[src/rtl/ps2_direction_decoder.sv]
// PS/2 scan-code parser driving held-direction levels for two players.
// Player 0 uses the E0-extended arrow keys, player 1 uses W/A/S/D.
module ps2_direction_decoder #(
    parameter logic [31:0] TIMEOUT_CYCLES = 32'd2_500_000
) (
    input  logic       clock,
    input  logic       reset,
    input  logic       ps2_key_pressed,
    input  logic [7:0] ps2_out,
    output logic       upSig,
    output logic       rightSig,
    output logic       downSig,
    output logic       leftSig,
    output logic       upSig2,
    output logic       rightSig2,
    output logic       downSig2,
    output logic       leftSig2,
    output logic [3:0] held0,
    output logic [3:0] held1
);
    typedef enum logic [1:0] {IDLE, EXT, BRK, EXT_BRK} state_t;

    state_t      state, state_nxt;
    logic        key_prev, accept;
    logic [31:0] idle_cnt, idle_cnt_nxt;
    logic        ev_make, ev_brk, ev_ext;
    logic        hit0, hit1;
    logic [1:0]  key0, key1;
    logic [3:0]  dir0, dir1;

    assign accept = ps2_key_pressed & ~key_prev;

    always_ff @(posedge clock or posedge reset) begin
        if (reset) begin
            key_prev <= 1'b0;
            state    <= IDLE;
            idle_cnt <= '0;
        end else begin
            key_prev <= ps2_key_pressed;
            state    <= state_nxt;
            idle_cnt <= idle_cnt_nxt;
        end
    end

    always_comb begin
        state_nxt    = state;
        idle_cnt_nxt = idle_cnt;
        ev_make      = 1'b0;
        ev_brk       = 1'b0;
        ev_ext       = 1'b0;
        if (accept) begin
            idle_cnt_nxt = '0;
            case (state)
                IDLE: begin
                    if (ps2_out == 8'hE0)      state_nxt = EXT;
                    else if (ps2_out == 8'hF0) state_nxt = BRK;
                    else                       ev_make   = 1'b1;
                end
                EXT: begin
                    if (ps2_out == 8'hF0)      state_nxt = EXT_BRK;
                    else if (ps2_out != 8'hE0) begin
                        ev_make   = 1'b1;
                        ev_ext    = 1'b1;
                        state_nxt = IDLE;
                    end
                end
                BRK: begin
                    ev_brk    = 1'b1;
                    state_nxt = IDLE;
                end
                default: begin
                    ev_brk    = 1'b1;
                    ev_ext    = 1'b1;
                    state_nxt = IDLE;
                end
            endcase
        end else if (state != IDLE) begin
            // An accepted byte takes precedence over the timeout on the same cycle.
            if (idle_cnt == TIMEOUT_CYCLES) begin
                state_nxt    = IDLE;
                idle_cnt_nxt = '0;
            end else begin
                idle_cnt_nxt = idle_cnt + 32'd1;
            end
        end
    end

    always_comb begin
        hit0 = 1'b1;
        key0 = 2'd0;
        case (ps2_out)
            8'h75:   key0 = 2'd0;
            8'h74:   key0 = 2'd1;
            8'h72:   key0 = 2'd2;
            8'h6B:   key0 = 2'd3;
            default: hit0 = 1'b0;
        endcase
        hit1 = 1'b1;
        key1 = 2'd0;
        case (ps2_out)
            8'h1D:   key1 = 2'd0;
            8'h23:   key1 = 2'd1;
            8'h1B:   key1 = 2'd2;
            8'h1C:   key1 = 2'd3;
            default: hit1 = 1'b0;
        endcase
    end

    dir_select u_p0 (
        .clock (clock),
        .reset (reset),
        .make  (ev_make & ev_ext & hit0),
        .brk   (ev_brk & ev_ext & hit0),
        .key   (key0),
        .held  (held0),
        .dir   (dir0)
    );

    dir_select u_p1 (
        .clock (clock),
        .reset (reset),
        .make  (ev_make & ~ev_ext & hit1),
        .brk   (ev_brk & ~ev_ext & hit1),
        .key   (key1),
        .held  (held1),
        .dir   (dir1)
    );

    assign {leftSig, downSig, rightSig, upSig}     = dir0;
    assign {leftSig2, downSig2, rightSig2, upSig2} = dir1;
endmodule

// Per-player held mask and one-hot direction; the last pressed key wins,
// and releasing it falls back to the highest-priority key still held.
module dir_select (
    input  logic       clock,
    input  logic       reset,
    input  logic       make,
    input  logic       brk,
    input  logic [1:0] key,
    output logic [3:0] held,
    output logic [3:0] dir
);
    logic [1:0] last, pick;
    logic       last_valid;
    logic [3:0] key_bit, remaining;

    assign key_bit   = 4'b0001 << key;
    assign remaining = held & ~key_bit;

    always_comb begin
        pick = 2'd3;
        if (remaining[0])      pick = 2'd0;
        else if (remaining[1]) pick = 2'd1;
        else if (remaining[2]) pick = 2'd2;
    end

    always_ff @(posedge clock or posedge reset) begin
        if (reset) begin
            held       <= '0;
            dir        <= '0;
            last       <= '0;
            last_valid <= 1'b0;
        end else if (make) begin
            held       <= held | key_bit;
            dir        <= key_bit;
            last       <= key;
            last_valid <= 1'b1;
        end else if (brk) begin
            held <= remaining;
            if (last_valid && key == last) begin
                if (remaining != 4'b0000) begin
                    last <= pick;
                    dir  <= 4'b0001 << pick;
                end else begin
                    dir        <= '0;
                    last_valid <= 1'b0;
                end
            end
        end
    end
endmodule
[config.mk]
export PLATFORM = sky130hd
export DESIGN_NAME = ps2_direction_decoder
export DESIGN_NICKNAME = d
export VERILOG_FILES = /design/src/rtl/ps2_direction_decoder.sv
export SDC_FILE = /design/constraint.sdc
export NUM_CORES = 1
export LEC_CHECK = 0
export ABC_AREA = 1
export BUFFER_PORTS_ARGS = -buffer_cell sky130_fd_sc_hd__buf_2
export CAP_MARGIN = 20
export CELL_PAD_IN_SITES_DETAIL_PLACEMENT = 0
export CELL_PAD_IN_SITES_GLOBAL_PLACEMENT = 1
export CORE_MARGIN = 2
export CORE_UTILIZATION = 45
export CTS_BUF_LIST = sky130_fd_sc_hd__clkbuf_8
export DETAILED_ROUTE_END_ITERATION = 8
export PLACE_DENSITY_LB_ADDON = 0.1
export SLEW_MARGIN = 20
export SYNTH_ARGS = -nofsm -noshare
export SYNTH_HDL_FRONTEND = slang
export SYNTH_SLANG_ARGS = --single-unit
[constraint.sdc]
create_clock -name clock -period 2.03 [get_ports clock]
set_input_delay 0.406 -clock clock [delete_from_list [all_inputs] [get_ports clock]]
set_output_delay 0.406 -clock clock [all_outputs]
set_load 0.01 [all_outputs]
==> results.sh <==
export IMPL_cts_setup_buffers=0
export IMPL_drt_wl_total_mm=9.46
export IMPL_synth_area_um2=3880
export IMPL_drc_errors=0
export IMPL_cts_max_level=3
export IMPL_io_pins=27
export IMPL_timing_fmax_ghz=0.554
export IMPL_hold_violations=0
export IMPL_cts_buffers=9
export IMPL_antenna_found_initial=0
export IMPL_r2r_slack_ns=0.22
export IMPL_clk_insertion_delay_late_ns=0.34
export IMPL_holdWs_ns=0.0596
export IMPL_tns_ns=0
export IMPL_die_y_um=96.9
export IMPL_synth_top_family_by_area="simple AND/OR/NAND/NOR gates"
export IMPL_ys_seq_area_share_pct=36.7
export IMPL_worstReg2RegStart="idle_cnt[12]$_DFFE_PP0N_"
export IMPL_numPortBuffers=26
export IMPL_syn_num_nets=591
export IMPL_arrival_ns=2.08
export IMPL_via_per_inst=5.03
export IMPL_diodes=0
export IMPL_synthCells=578
export IMPL_stdcell_count=736
export IMPL_use_met2_pct=36.5
export IMPL_ys_ff_latch=57
export IMPL_holdBufCountCts=0
export IMPL_end_kind="flip-flop"
export IMPL_synth_mux_area_share_pct=0
export IMPL_leakagePower_nw=2.20
export IMPL_drv_cap=0
export IMPL_synth_fa_ha_area_share_pct=0.644
export IMPL_timing_rr_end="idle_cnt[27]$_DFFE_PP0N_"
export IMPL_use_met3_pct=3.76
export IMPL_grt_pass1_vias=3736
export IMPL_wl_per_cell_um=12.9
export IMPL_dp_cells=720
export IMPL_worstPathRequired_ns=2.30
export IMPL_path_common_cell="nand2_1"
export IMPL_fin_area_um2=4450
export IMPL_first_pass_iters=4
export IMPL_relSlewSlack_pct=71.0
export IMPL_vias=3704
export IMPL_fin_crit_sh_pct=89.0
export IMPL_synth_compound_area_share_pct=6.02
export IMPL_swShare_pct=31.2
export IMPL_fin_crit_ns=1.81
export IMPL_drt_iter0_drc=145
export IMPL_cts_buffer_depth=2
export IMPL_max_stage_delay_ns=0.45
export IMPL_layout_setup_ws_ns=0.223
export IMPL_place_congestion=0.940
export IMPL_synthSimpleGateAreaFrac_pct=47.2
export IMPL_die_area_um2=9390
export IMPL_powerDensity_nw_per_um2=633
export IMPL_flow_area_growth_from_synthesis_pct=14.5
export IMPL_cp_top_family="simple AND/OR/NAND/NOR gates"
export IMPL_busiest_layer="met2"
export IMPL_skew_ns=0.0113
export IMPL_synth_top_cell_by_area="dfrtp_1"
export IMPL_std_cell_rows=33
export IMPL_path_clk_slew_ns=0.07
export IMPL_post_cts_resized=0
export IMPL_outcome="finished, final reports clean"
export IMPL_avgSynthCellArea_um2=6.72
export IMPL_maxSlewViolCount=0
export IMPL_cp_max_fo=7
export IMPL_initial_core_util_pct=46.8
export IMPL_internal_power_mw=1.94
export IMPL_peakVddDrop_mv=0.303
export IMPL_grt_setup_unrepaired="false"
export IMPL_synth_cell_types=33
export IMPL_pwr_share_clk_pct=38.7
export IMPL_power_frac_seq_pct=44.1
export IMPL_grt_ovfl_total=0
export IMPL_ys_warn_count=0
export IMPL_place_ws_ns=0.0841
export IMPL_power_mw=2.82
export IMPL_fp_dieW_um=96.9
export IMPL_path_buf_inv=0
export IMPL_r2r_cells=8
export IMPL_grtUsageTotal_pct=21.6
export IMPL_fin_util_pct=53.6
export IMPL_setup_viol=0
export IMPL_cts_sinks=57
export IMPL_synth_area_leaders="dfrtp_1 37%, nand2_1 18%, nor2_1 7.4%, nand3_1 6.4%, inv_1 6.4%"
export IMPL_core_area_um2=8300
export IMPL_comb_power_share_pct=17.2
export IMPL_place_area_um2=4250
export IMPL_grt_max_degree=39
export IMPL_drive_above_1_share_pct=16.2
export IMPL_crit_chain="nand2_1 -> nor3_1 -> nand2_1 -> nor3_2 -> nand3_1 -> o21ai_0 -> nand2_1 -> nor2_1"
export IMPL_cp_slowest_cell="dfrtp_1"
export IMPL_synth_xor_xnor_area_share_pct=2.03
export IMPL_tightest_slew_ns=0.432
export IMPL_fin_nets=639
export IMPL_cts_tree="done"
export IMPL_startpoint_type="flip-flop"
export IMPL_path_class="reg2reg"
export IMPL_grt_pass1_wl_mm=17.0
export IMPL_use_met1_pct=28.2
export IMPL_synth_top_area_share_pct=36.7
export IMPL_switchingPower_uw=880
export IMPL_hold_path_class="in2async"
export IMPL_dpl_hpwl_mm=7.22
export IMPL_root_buffer="clkbuf_8"
export IMPL_postRouteAntennaNets=0
-- cell usage in the layout (no fill, tap or decap), types with 3 or more instances in the layout --
| master | count |
|---|---|
| xor2_1 | 7 |
| nand3_1 | 50 |
| nand4_1 | 14 |
| inv_2 | 5 |
| nor2_1 | 77 |
| buf_2 | 26 |
| nor3b_1 | 3 |
| o21ai_0 | 21 |
| buf_4 | 12 |
| clkbuf_8 | 10 |
| nor3_1 | 26 |
| inv_1 | 66 |
| a21oi_1 | 13 |
| nor2_2 | 6 |
| nor2_4 | 11 |
| nand2_2 | 13 |
| nand2_1 | 183 |
| dfrtp_1 | 57 |
| nor3_2 | 3 |
-- worst max path at each step --
stage	startpoint	to	slack (ns)	depth (start not counted)
final	idle_cnt[12]$_DFFE_PP0N_	idle_cnt[27]$_DFFE_PP0N_	0.22	8
after global routing	idle_cnt[19]$_DFFE_PP0N_	idle_cnt[30]$_DFFE_PP0N_	0.01	8
after CTS	idle_cnt[0]$_DFFE_PP0N_	idle_cnt[22]$_DFFE_PP0N_	0.23	10
after detailed placement	ps2_out[6]	u_p1.last[1]$_DFFE_PP0P_	0.08	13
after global placement	ps2_out[6]	u_p1.last[0]$_DFFE_PP0P_	0.11	13
after floorplan	reset	asynchronous set/reset pin	0.22	1
-- power by group through the flow --
stage,sequential [mW],combinational [mW],clock [mW]
floorplan,1.25,0.324,0
global placement,1.26,0.483,0
detailed placement,1.26,0.487,0
CTS,1.24,0.491,1.13
global route,1.25,0.551,1.18
finish,1.24,0.485,1.09
-- cell usage after synthesis (all sizes together) --
master  count
xnor2       2
dfrtp      57
xor2        7
nor2       94
and2        2
nand2     198
ha          2
nor3b       3
a21oi      15
or2         1
o31ai       1
o21ai      24
nor3       30
inv        70
buf         3
nand3      53
a31oi       2
nand4      14
-- routing by layer --
metal  wire, um  vias to the layer above
li1           -                     1939
met1       4560                     1705
met2       4500                       46
met3        247                       14
met4        151                        0
met5          0                        -
-- final cells by class --
class,instances,area (um2)
fill,865,3850
multi-input combinational,448,2170
sequential,57,1430
inverter,70,263
timing repair buffer,40,260
clock buffer,10,138
tap,105,131
clock inverter,6,58.8
-- kinds of logic (layout without fill, tap and decap cells) --
family	count (synthesis)	in the layout
compound gates	42	42
xor+xnor	9	9
fa+ha+maj	2	2
buf+inv	73	126
flops	57	57
simple gates	395	395
Note: power is estimated with default switching activity, not from simulation.
